$ cat config.mk
export PLATFORM = sky130hd
export DESIGN_NAME = spi_host_master
export DESIGN_NICKNAME = d
export VERILOG_FILES = /design/src/rtl/spi_host_master.sv
export SDC_FILE = /design/constraint.sdc
export NUM_CORES = 1
export LEC_CHECK = 0
export BUFFER_PORTS_ARGS = -buffer_cell sky130_fd_sc_hd__buf_4
export CORE_AREA = 2 2 99 72
export DETAILED_ROUTE_END_ITERATION = 7
export DIE_AREA = 0 0 101 74
export GPL_ROUTABILITY_DRIVEN = 1
export GPL_TIMING_DRIVEN = 0
export PLACE_DENSITY_LB_ADDON = 0.3
export REMOVE_ABC_BUFFERS = 1
export SLEW_MARGIN = 25
export SYNTH_ARGS = -nofsm -noshare
export SYNTH_HDL_FRONTEND = slang
export SYNTH_SLANG_ARGS = --single-unit
$ cat constraint.sdc
create_clock -name clk -period 1.9 [get_ports clk]
set_input_delay 0.095 -clock clk [delete_from_list [all_inputs] [get_ports clk]]
set_output_delay 0.095 -clock clk [all_outputs]
set_load 0.05 [all_outputs]
$ cat src/rtl/spi_host_master.sv
// Host-side SPI master: valid/ready word commands in, MSB-first SPI words out.
// CPHA is fixed at 0; word width, SCLK divider, idle polarity and slave-select count are parameters.
module spi_host_master #(
    parameter int DATA_W  = 16,
    parameter int CLK_DIV = 4,
    parameter int NUM_SS  = 2,
    parameter int CPOL    = 0,
    localparam int SEL_W  = (NUM_SS > 1) ? $clog2(NUM_SS) : 1
) (
    input  logic              clk,
    input  logic              rst,
    input  logic              cmd_valid,
    output logic              cmd_ready,
    input  logic [DATA_W-1:0] cmd_data,
    input  logic [SEL_W-1:0]  cmd_ss_sel,
    input  logic              cmd_last,
    input  logic              abort,
    output logic              rsp_valid,
    output logic [DATA_W-1:0] rsp_data,
    output logic              busy,
    output logic              SCLK,
    output logic              MOSI,
    output logic [NUM_SS-1:0] SS,
    input  logic              MISO
);

    // state     | meaning
    // IDLE      | no transaction, SS high, ready for the first word of a burst
    // SETUP     | SS low, SCLK idle for one divider period before the word
    // XFER      | 2*DATA_W SCLK edges, then a one-cycle response pulse
    // WAIT_NEXT | burst open, SS held low, waiting for the next word
    // GAP       | SS high for one divider period before returning to IDLE
    typedef enum logic [2:0] {IDLE, SETUP, XFER, WAIT_NEXT, GAP} state_t;

    localparam int DIV_W  = $clog2(CLK_DIV + 1);
    localparam int EDGE_W = $clog2(2 * DATA_W + 1);
    localparam logic [DIV_W-1:0]  DIV_TC     = DIV_W'(CLK_DIV - 1);
    localparam logic [EDGE_W-1:0] EDGE_DONE  = EDGE_W'(2 * DATA_W);
    localparam logic [EDGE_W-1:0] EDGE_FINAL = EDGE_W'(2 * DATA_W - 1);
    localparam logic              SCLK_IDLE  = (CPOL != 0);

    state_t              state;
    logic [DIV_W-1:0]    div_cnt;
    logic [EDGE_W-1:0]   edge_cnt;
    logic [DATA_W-1:0]   tx_shift;
    logic [DATA_W-1:0]   rx_shift;
    logic                last_q;
    logic [NUM_SS-1:0]   ss_new;
    logic                abort_now;
    logic                div_tc;

    assign cmd_ready = (state == IDLE) || (state == WAIT_NEXT);
    assign busy      = (state != IDLE);
    assign div_tc    = (div_cnt == DIV_TC);
    assign abort_now = abort && ((state == SETUP) || (state == XFER) || (state == WAIT_NEXT));

    // Out-of-range selects leave every line deasserted; the word still runs.
    always_comb begin
        ss_new = '1;
        for (int i = 0; i < NUM_SS; i++) begin
            if (int'(cmd_ss_sel) == i) begin
                ss_new[i] = 1'b0;
            end
        end
    end

    always_ff @(posedge clk or posedge rst) begin
        if (rst) begin
            state     <= IDLE;
            div_cnt   <= '0;
            edge_cnt  <= '0;
            tx_shift  <= '0;
            rx_shift  <= '0;
            last_q    <= 1'b0;
            SCLK      <= SCLK_IDLE;
            MOSI      <= 1'b0;
            SS        <= '1;
            rsp_valid <= 1'b0;
            rsp_data  <= '0;
        end else begin
            rsp_valid <= 1'b0;
            if (abort_now) begin
                state   <= GAP;
                div_cnt <= '0;
                SCLK    <= SCLK_IDLE;
                SS      <= '1;
                MOSI    <= 1'b0;
            end else begin
                case (state)
                    IDLE: begin
                        if (cmd_valid) begin
                            tx_shift <= cmd_data;
                            MOSI     <= cmd_data[DATA_W-1];
                            last_q   <= cmd_last;
                            SS       <= ss_new;
                            div_cnt  <= '0;
                            edge_cnt <= '0;
                            state    <= SETUP;
                        end
                    end
                    SETUP: begin
                        if (div_tc) begin
                            div_cnt <= '0;
                            state   <= XFER;
                        end else begin
                            div_cnt <= div_cnt + DIV_W'(1);
                        end
                    end
                    XFER: begin
                        if (edge_cnt == EDGE_DONE) begin
                            rsp_valid <= 1'b1;
                            rsp_data  <= rx_shift;
                            div_cnt   <= '0;
                            if (last_q) begin
                                state <= GAP;
                                SS    <= '1;
                                MOSI  <= 1'b0;
                            end else begin
                                state <= WAIT_NEXT;
                            end
                        end else if (div_tc) begin
                            div_cnt  <= '0;
                            SCLK     <= ~SCLK;
                            edge_cnt <= edge_cnt + EDGE_W'(1);
                            // Even count before the toggle means this is a leading edge.
                            if (!edge_cnt[0]) begin
                                rx_shift <= {rx_shift[DATA_W-2:0], MISO};
                            end else if (edge_cnt != EDGE_FINAL) begin
                                tx_shift <= {tx_shift[DATA_W-2:0], 1'b0};
                                MOSI     <= tx_shift[DATA_W-2];
                            end
                        end else begin
                            div_cnt <= div_cnt + DIV_W'(1);
                        end
                    end
                    WAIT_NEXT: begin
                        if (cmd_valid) begin
                            tx_shift <= cmd_data;
                            MOSI     <= cmd_data[DATA_W-1];
                            last_q   <= cmd_last;
                            div_cnt  <= '0;
                            edge_cnt <= '0;
                            state    <= SETUP;
                        end
                    end
                    GAP: begin
                        if (div_tc) begin
                            div_cnt <= '0;
                            state   <= IDLE;
                        end else begin
                            div_cnt <= div_cnt + DIV_W'(1);
                        end
                    end
                    default: state <= IDLE;
                endcase
            end
        end
    end

endmodule
==> impl_results.md, run 1 <==
- Outcome: finished, violations left
- Failing checks: negative setup slack
- Global-route wire length before repair: 12,650 µm
- Critical path class: reg2reg
- Hold WS: around 30 ps
- Final setup violation count: 37
- Die ar.: 7474 µm²
- Period utilisation layout: 106.2%
- HPWL after detailed placement: 4330 µm
- Largest cells by area after synthesis: dfrtp_1 (49%), mux2_2 (12%), nand2_1 (6.4%)
- Finished Core Util: between 60% and 70%
- Lkg Pwr: 2.177 nW
- H-tree Lvls: 3
- Post-Synthesis Cells: ~280
- Synth top area share: between 40 and 50%
- PortBufs: 45
- Crit. End Element: flop
- Synth area leader: dfrtp_1
- # DRC: 0
- Largest net degree at the start of global routing: 49
- Register area share after synthesis: 50.50%
- Die width: 101 µm
- Fmax: 0.4956 GHz
- Crit path max fanout: 5
- Worst setup SP type: flop
- Pwr Total: 0.005705 W
- VDD IR max: 0.5525 mV
- Root Buffer: clkbuf_8
- Antenna diode count: 0
- Total CTS buffers: 9
- Total number of vias: 2,535
- Cell Area, Synth: around 3200 µm²
- Total GRT Usage: 22.38%
- Die height: 74 µm
- Total Wirelength: 8134 µm
- DP Area: 3596 µm²
- Clk buf depth: 2
- Slew @ Worst Pin: between 400 and 500 ps
- Final instance area: 4472 µm²
- Area grow syn2layout: 38.63%
- Syn Area/Cell: 11.44 µm²
- Fin crit period: 2018 ps
- Post-synth cell types: between 50 and 60
- Most common cell after layout, fill and taps aside: buf_4
- Commonest non-fill, non-tap cells in the layout: buf_4 (67), dfrtp_1 (59), nand2_1 (55)
- # nets final: 391
- Worst Skew: 13.82 ps
- Number of flops mapped to enable cells by yosys: 0
- Synth Warn #: 0
- Initial Util: between 40% and 50%
- Worst hold-check path type: in2reg
- CTS tree: built
- CTS clk-pin slew, worst paths: 90 ps
- FILL cells: 447
- Vias in the first global route: 2,449
- Drt pass-1 iters: 4
- # IOs: 46
- Total grt overflow: 0
- Max Cap Viol: 0
- Slew margin rel.: 69.05%
- Final hold viol count: 0
- Drt initial violations: 145
- Vias/cell: 5.621
- Worst path required time: approximately 2100 ps
- Layout cell share with drive strength beyond 1: just over 50%
- PD cells: 1276 nW/µm²
- Placer Congestion: 0.8914
- Fraction of registers with async set/reset: 100.0%
- Core ar.: roughly 6600 µm²
- Clock Latency Late Sink: 350 ps
- Antenna Nets Post-Route: 0
- Post-synthesis register bit count: between 60 and 70
- Ys flop type: dfrtp_1
- Initial antenna violation count: 0
- RSZ-0062 raised after global routing: yes
- CP Data Arrival Time: 2250 ps
- Post-route setup slack: -117.8 ps
- Row cnt: 25
- CTS Sinks: 65
- Fin. max-slew vios: 0
- Average wire per standard cell: approximately 18 µm
- Pre-CTS setup slack: -627.2 ps
-- kinds of logic (layout without fill, tap and decap cells) --
family                     after synthesis  in the layout  share of synthesized area [%]
muxes                                   49             49                          18.08
and+or+nand+nor                         91             91                          14.66
xor gates and xnor gates                 2              2                         0.5432
adders and majority gates                3              3                          1.164
DFF                                     65             65                          50.50
buffers and inverters                   23            111                          4.111
AOI/OAI and AO/OA                       49             49                          10.94
-- flip-flops by register name, indices dropped and copies added (netlist names), 2 cells and up --
signal / flops
tx_shift: 15
rx_shift: 16
div_cnt: 3
rsp_data: 16
state: 3
edge_cnt: 6
SS: 2
-- where the power goes --
group	switching [W]	internal, W	leakage, nW	total (W)
clock network	0.000587	0.000511	0.0887	0.00110
registers	0.000212	0.00166	0.864	0.00187
logic	0.00142	0.00132	1.22	0.00274
total	0.00221	0.00349	2.18	0.00570
-- per-layer routing --
layer  part of all wire (%)  up-vias  track usage, %
met3                    6.8       10           7.425
met2                     49       95           35.63
li1                       -     1158               -
met4                   0.89        0           7.207
met1                     43     1272           29.53
met5                      0        -               0
-- synthesized netlist by cell type (all sizes together), types with 4 or more instances --
master	count
dfrtp	63
nand2	56
mux2	47
buf	13
a21oi	10
inv	9
o21ai	8
nand2b	5
nor2	5
nor3	5
o21a	4
or2	4
-- critical path, cell delays in order, from the launching register on --
cell and delay [ps]:
dfrtp_1 400, inv_2 70, ha_4 160, nand4bb_4 100, buf_6 110, nor2_4 40, buf_6 130, nor4_4 240
buf_4 200, buf_12 130, mux2_4 300
-- what timing repair did --
item	4_1_cts	5_1_grt
cloned	5	0
endpoints found under the setup margin	61	63
pin swaps	14	10
hold buffers	4	0
buffers inserted	25	10
resized for setup	63	21
endpoints found under the hold margin	64	0
-- layout make-up --
type	instances	area (µm²)	share of cell area, %
clock buffer	10	137.6	3.078
clock inverter	6	42.54	0.9513
inverter	9	41.29	0.9233
multi-input combinational	194	1707	38.16
sequential	65	1634	36.54
tap	81	101.3	2.266
timing repair buffer	86	808.3	18.07
-- metrics by stage --
step | setup TNS, ps | std cells
after floorplan | -10030 | 268
after global placement | -67580 | 394
after detailed placement | -30140 | 395
after CTS | -1697 | 445
after global routing | -4893 | 451
final | -2809 | 451
-- final timing paths --
kind,to,startpoint,depth (start not counted),slack (ps)
min in group asynchronous,rsp_data[13]$_DFFE_PP0P_,rst,3,230
max reg2reg,rx_shift[11]$_DFFE_PP0P_,edge_cnt[1]$_DFFE_PP0P_,10,-120
max,rx_shift[11]$_DFFE_PP0P_,edge_cnt[1]$_DFFE_PP0P_,10,-120
min reg2reg,SS[0]$_DFFE_PP1P_,SS[0]$_DFFE_PP1P_,2,480
min,SS[1]$_DFFE_PP1P_,cmd_ss_sel,3,30
max in group asynchronous,SS[0]$_DFFE_PP1P_,rst,4,1090
(Power assumes the default switching activity.)
==> inputs of run 2 (changes only) <==
==> constraint.sdc (replaced) <==
create_clock -name clk -period 1.9 [get_ports clk]
set_input_delay 0.38 -clock clk [delete_from_list [all_inputs] [get_ports clk]]
set_output_delay 0.38 -clock clk [all_outputs]
set_load 0.05 [all_outputs]
==> impl_results.md, run 2 (synthesized netlist as in run 1, its figures left out) <==
- Outcome: finished, violations left
- Failing checks: negative setup slack
- Worst Skew: a little over 6 ps
- Non-Filler Instances: between 400 and 500
- CP peak stage delay: ~390 ps
- DR WL met2: 3925 µm
- CP Data Arrival Time: 2280 ps
- Crit. End Element: flop
- Area grow syn2layout: 39.18%
- # nets final: 396
- Drt initial violations: ~140
- Lkg Pwr: 2.206 nW
- Hold Path Stages: 3
- Root Buffer: clkbuf_8
- Global-route wire length before repair: 12,340 µm
- Int Pwr: 0.003651 W
- # IOs: 46
- Placer Congestion: a little under 0.9
- CTS Sinks: 65
- Initial Util: roughly half
- Buf+Inv Stages, Crit Path: 1
- Final instance area: 4489 µm²
- Total CTS buffers: 9
- Worst path required time: 2130 ps
- Worst Reg-to-Reg Cells: 7
- Commonest non-fill, non-tap cells in the layout: buf_4 (77), dfrtp_1 (59), nand2_1 (55)
- CTS tree: built
- Largest net degree at the start of global routing: 49
- Critical path class: reg2reg
- Slew @ Worst Pin: 398.8 ps
- Post-route setup slack: -146.6 ps
- Period utilisation layout: 107.7%
- Ordered cell list for the critical path: ha_2 > and2b_2 > a221oi_2 > a211o_1 > o21bai_4 > buf_12 > mux2_4
- Biggest regs: rsp_data: 16 flops, rx_shift: 16 flops, tx_shift: 15 flops
- CTS clk-pin slew, worst paths: 80 ps
- Dpl cells: 395
- RSZ-0062 raised after global routing: yes
- Fin crit period: 2047 ps
- Final hold viol count: 0
- Die width: 101 µm
- Crit path max fanout: 8
- Flop pwr share: 30.8%
- Number of cells on the critical path: 7
- Initial antenna violation count: 0
- HPWL after detailed placement: ~4300 µm
- Antenna diode count: 0
- Die ar.: 7474 µm²
- Clock share of power: a little under a fifth
- WL met3: 645 µm
- Total GRT Usage: 21.80%
- Fmax: 0.4886 GHz
- Wl on met1: 3502 µm
- Crit-path slowest cell: dfrtp_1
- Switching portion of total power: 39.11%
- Comb pwr share: 51.0%
- Vias/cell: about 5.6
- FILL cells: 461
- Layout cell share with drive strength beyond 1: between 50 and 60%
- VDD IR max: 0.6187 mV
- Fin. max-slew vios: 0
- # DRC: 0
- Slew margin rel.: 73.30%
- PD cells: 1336 nW/µm²
- Drt pass-1 iters: 4
- CP delay by family, top: compound AO/OA/AOI/OAI gates
- Vias in the first global route: 2,483
- Worst hold-check path type: in2reg
- H-tree Lvls: 3
- Final setup violation count: 31
- Worst setup SP type: flop
- Clock Latency Late Sink: around 350 ps
- Most common cell after layout, fill and taps aside: buf_4
- Row cnt: 25
- Total number of vias: 2,538
- DP Area: 3596 µm²
- Total Wirelength: a little over 8000 µm
- Max Cap Viol: 0
- Antenna Nets Post-Route: 0
- Die height: 74 µm
- Finished Core Util: approximately two thirds
- Average wire per standard cell: ~18 µm
- Core ar.: 6569 µm²
- PortBufs: 45
- Pwr Total: 0.005996 W
- TNS Setup: -3319 ps
- Total grt overflow: 0
- Max Used Layer: met4
- P_sw: 0.002345 W
- Clk buf depth: 2
==> run 2: changes by cell type in the layout (fill, tap and decap cells not counted), moves of 2 or more <==
cell	previous run	this run
buf_12	5	3
a211oi_2	2	0
buf_4	67	77
mux2_4	39	32
mux2_2	8	15
nor3_2	0	2
a211oi_4	0	2
dlygate4sd3_1	4	1
o21ai_0	5	7
o21ai_1	3	1
==> run 2: final cells by class <==
class / instances / area [µm²] / area share [%]
clock buffers: 10 / 137.6 / 3.066
clock inverters: 6 / 42.54 / 0.9476
inverters: 9 / 51.30 / 1.143
multi-input cells: 194 / 1714 / 38.18
flip-flops and latches: 65 / 1634 / 36.40
well taps: 81 / 101.3 / 2.258
repair buffers: 90 / 799.5 / 17.81
repair inverters: 1 / 8.758 / 0.1951
==> run 2: tightest hold or removal path: cells and delay by family <==
kind                   cells  cell delay (ps)
AND/OR/NAND/NOR            1               30
buffers and inverters      1               80
AO/OA/AOI/OAI              1               60
==> run 2: path summary, 6_finish.rpt <==
| path | from | endpoint | slack, ps |
|---|---|---|---|
| min | cmd_last | last_q$_DFFE_PP0P_ | 230 |
| max in group asynchronous | rst | SS[0]$_DFFE_PP1P_ | 810 |
| min in group asynchronous | rst | rsp_data[14]$_DFFE_PP0P_ | 520 |
| max | div_cnt[0]$_DFFE_PP0P_ | tx_shift[10]$_DFFE_PP0P_ | -150 |
| min reg2reg | SS[0]$_DFFE_PP1P_ | SS[0]$_DFFE_PP1P_ | 500 |
| max reg2reg | div_cnt[0]$_DFFE_PP0P_ | tx_shift[10]$_DFFE_PP0P_ | -150 |
==> run 2: power groups by stage <==
stage / Combinational (W) / Clock, W / Sequential [W]
floorplan: 0.00148 / 0 / 0.00193
global placement: 0.00198 / 0 / 0.00187
detailed placement: 0.00204 / 0 / 0.00188
CTS: 0.00257 / 0.00111 / 0.00182
global route: 0.00328 / 0.00118 / 0.00187
finish: 0.00306 / 0.00109 / 0.00185
==> run 2: per-stage QoR <==
step | setup slack (ps) | hold slack, ps
2_1_floorplan | -257.4 | 453.8
5_1_grt | -183.4 | 232.5
4_1_cts | -42.81 | 220.7
3_5_place_dp | -627.2 | 341.6
3_3_place_gp | -915.0 | 475.0
6_report | -146.6 | 235.0
==> run 2: metal layers <==
| metal | up-vias | GRT usage (%) |
|---|---|---|
| met5 | - | 0 |
| met2 | 105 | 34.74 |
| met1 | 1255 | 28.28 |
| li1 | 1164 | - |
| met4 | 0 | 8.108 |
| met3 | 14 | 7.237 |
==> run 2: timing repair <==
item	4_1_cts	5_1_grt
setup buffers	24	18
hold buffers	1	0
hold endpoints to repair	17	0
cloned	2	2
endpoints found under the setup margin	61	55
gates resized for setup	42	41
pin swaps	11	18
==> inputs of run 3 (changes only) <==
RECOVER_POWER = 100   (was default)
==> impl_results.md, run 3 (synthesized netlist as in run 1, its figures left out) <==
- Total number of vias: roughly 2,500
- Total grt overflow: 0
- Vias in the first global route: between 2,000 and 2,500
- Clock Latency Late Sink: approximately 350 ps
- Antenna diode count: 0
- Total GRT Usage: between 20 and 25%
- Area grow syn2layout: 36.07%
- Final setup violation count: 32
- Final hold viol count: 0
- Period utilisation layout: 107.2%
- # DRC: 0
- HPWL after detailed placement: 4330 µm
- PD cells: 1358 nW/µm²
- Vias/cell: 5.570
- Die height: 74 µm
- Drt initial violations: roughly 130
- Commonest non-fill, non-tap cells in the layout: dfrtp_1 (59), buf_4 (56), nand2_1 (55)
- Critical path class: reg2reg
- Total CTS buffers: 9
- Worst setup SP type: flop
- Row cnt: 25
- Root Buffer: clkbuf_8
- VDD IR max: 0.6157 mV
- Antenna Nets Post-Route: 0
- Global-route wire length before repair: 12,340 µm
- PortBufs: 45
- Worst Skew: 7.016 ps
- Fin crit period: around 2000 ps
- Average wire per standard cell: 17.89 µm
- Crit. End Element: flop
- Layout cell share with drive strength beyond 1: 47.20%
- Final instance area: 4389 µm²
- Drt pass-1 iters: 4
- CTS Sinks: 65
- Fin. max-slew vios: 0
- Dpl cells: 395
- H-tree Lvls: 3
- Max Cap Viol: 0
- Crit path max fanout: 8
- CTS clk-pin slew, worst paths: 80 ps
- Post-route setup slack: -137.6 ps
- Initial antenna violation count: 0
- Total Wirelength: 8157 µm
- Most common cell after layout, fill and taps aside: dfrtp_1
- Biggest regs: rsp_data: 16 flops, rx_shift: 16 flops, tx_shift: 15 flops
- # nets final: between 300 and 400
- Die ar.: 7474 µm²
- Lkg Pwr: 2.104 nW
- Fmax: 0.4908 GHz
- Pre-CTS setup slack: -627.2 ps
- Worst path required time: roughly 2100 ps
- Slew @ Worst Pin: 773.7 ps
- CP Data Arrival Time: between 2000 and 2500 ps
- RSZ-0062 raised after global routing: yes
- Clk buf depth: 2
- Slew margin rel.: approximately half
- Failing checks: negative setup slack
- Die width: roughly 100 µm
- Core ar.: 6569 µm²
- TNS Setup: -3112 ps
- # IOs: 46
- Worst hold-check path type: in2reg
- Non-Filler Instances: roughly 460
- Largest net degree at the start of global routing: 49
- Pwr Total: 0.005962 W
- FILL cells: 482
- DP Area: 3596 µm²
- Placer Congestion: 0.8914
- CTS tree: built
- Initial Util: about half
- Outcome: finished, violations left
==> run 3: final cells by class <==
cell class / instances / area [µm²] / share of cell area (%)
multi-input cells: 194 / 1714 / 39.05
well taps: 81 / 101.3 / 2.309
inverters: 9 / 50.05 / 1.140
clock inverters: 6 / 42.54 / 0.9692
clock buffers: 10 / 137.6 / 3.136
flip-flops and latches: 65 / 1634 / 37.23
repair inverters: 1 / 8.758 / 0.1995
repair buffers: 90 / 700.7 / 15.96
==> run 3: metrics by stage <==
stage | utilization (%) | hold WS [ps]
floorplan | - | 453.8
global placement | 54.29 | 475.0
detailed placement | 54.74 | 341.6
CTS | 64.15 | 220.7
global route | 66.82 | 232.5
finish | 66.82 | 229.6
==> run 3: per-layer routing <==
layer	GRT usage (%)	part of all wire [%]
met1	28.28	43
met2	34.74	48
met3	7.237	6.8
met4	8.108	1.9
met5	0	0
==> run 3: path summary, 6_finish.rpt <==
check                                                 to  slack (ps)  depth (start not counted)                    from
worst min register to register         SS[0]$_DFFE_PP1P_         500                          2       SS[0]$_DFFE_PP1P_
worst min-delay path                  last_q$_DFFE_PP0P_         230                          3                cmd_last
worst max register to register  tx_shift[10]$_DFFE_PP0P_        -140                          7  div_cnt[0]$_DFFE_PP0P_
min in group asynchronous       rsp_data[13]$_DFFE_PP0P_         670                          3                     rst
max in group asynchronous           state[0]$_DFFE_PP0P_         160                          4                     rst
worst max-delay path            tx_shift[10]$_DFFE_PP0P_        -140                          7  div_cnt[0]$_DFFE_PP0P_
==> run 3: what timing repair did <==
item                       in CTS  in global routing
resized for setup              42                 41
setup endpoints to repair      61                 55
setup buffers                  24                 18
hold buffers                    1                  0
cloned                          2                  2
pin swaps                      11                 18
hold endpoints to repair       17                  0
==> run 3: where the power goes <==
group          total, W  leakage (nW)  switching (W)  internal [W]
clock network   0.00110        0.0887       0.000591      0.000511
registers       0.00185         0.864       0.000191       0.00166
logic           0.00301          1.15        0.00156       0.00145
==> run 3: worst max-delay path: stages (launching register included) <==
cell and delay (ps):
dfrtp_1 390, ha_2 200, and2b_2 220, a221oi_2 240, a211o_1 200, o21bai_4 190, buf_12 180, mux2_4 300
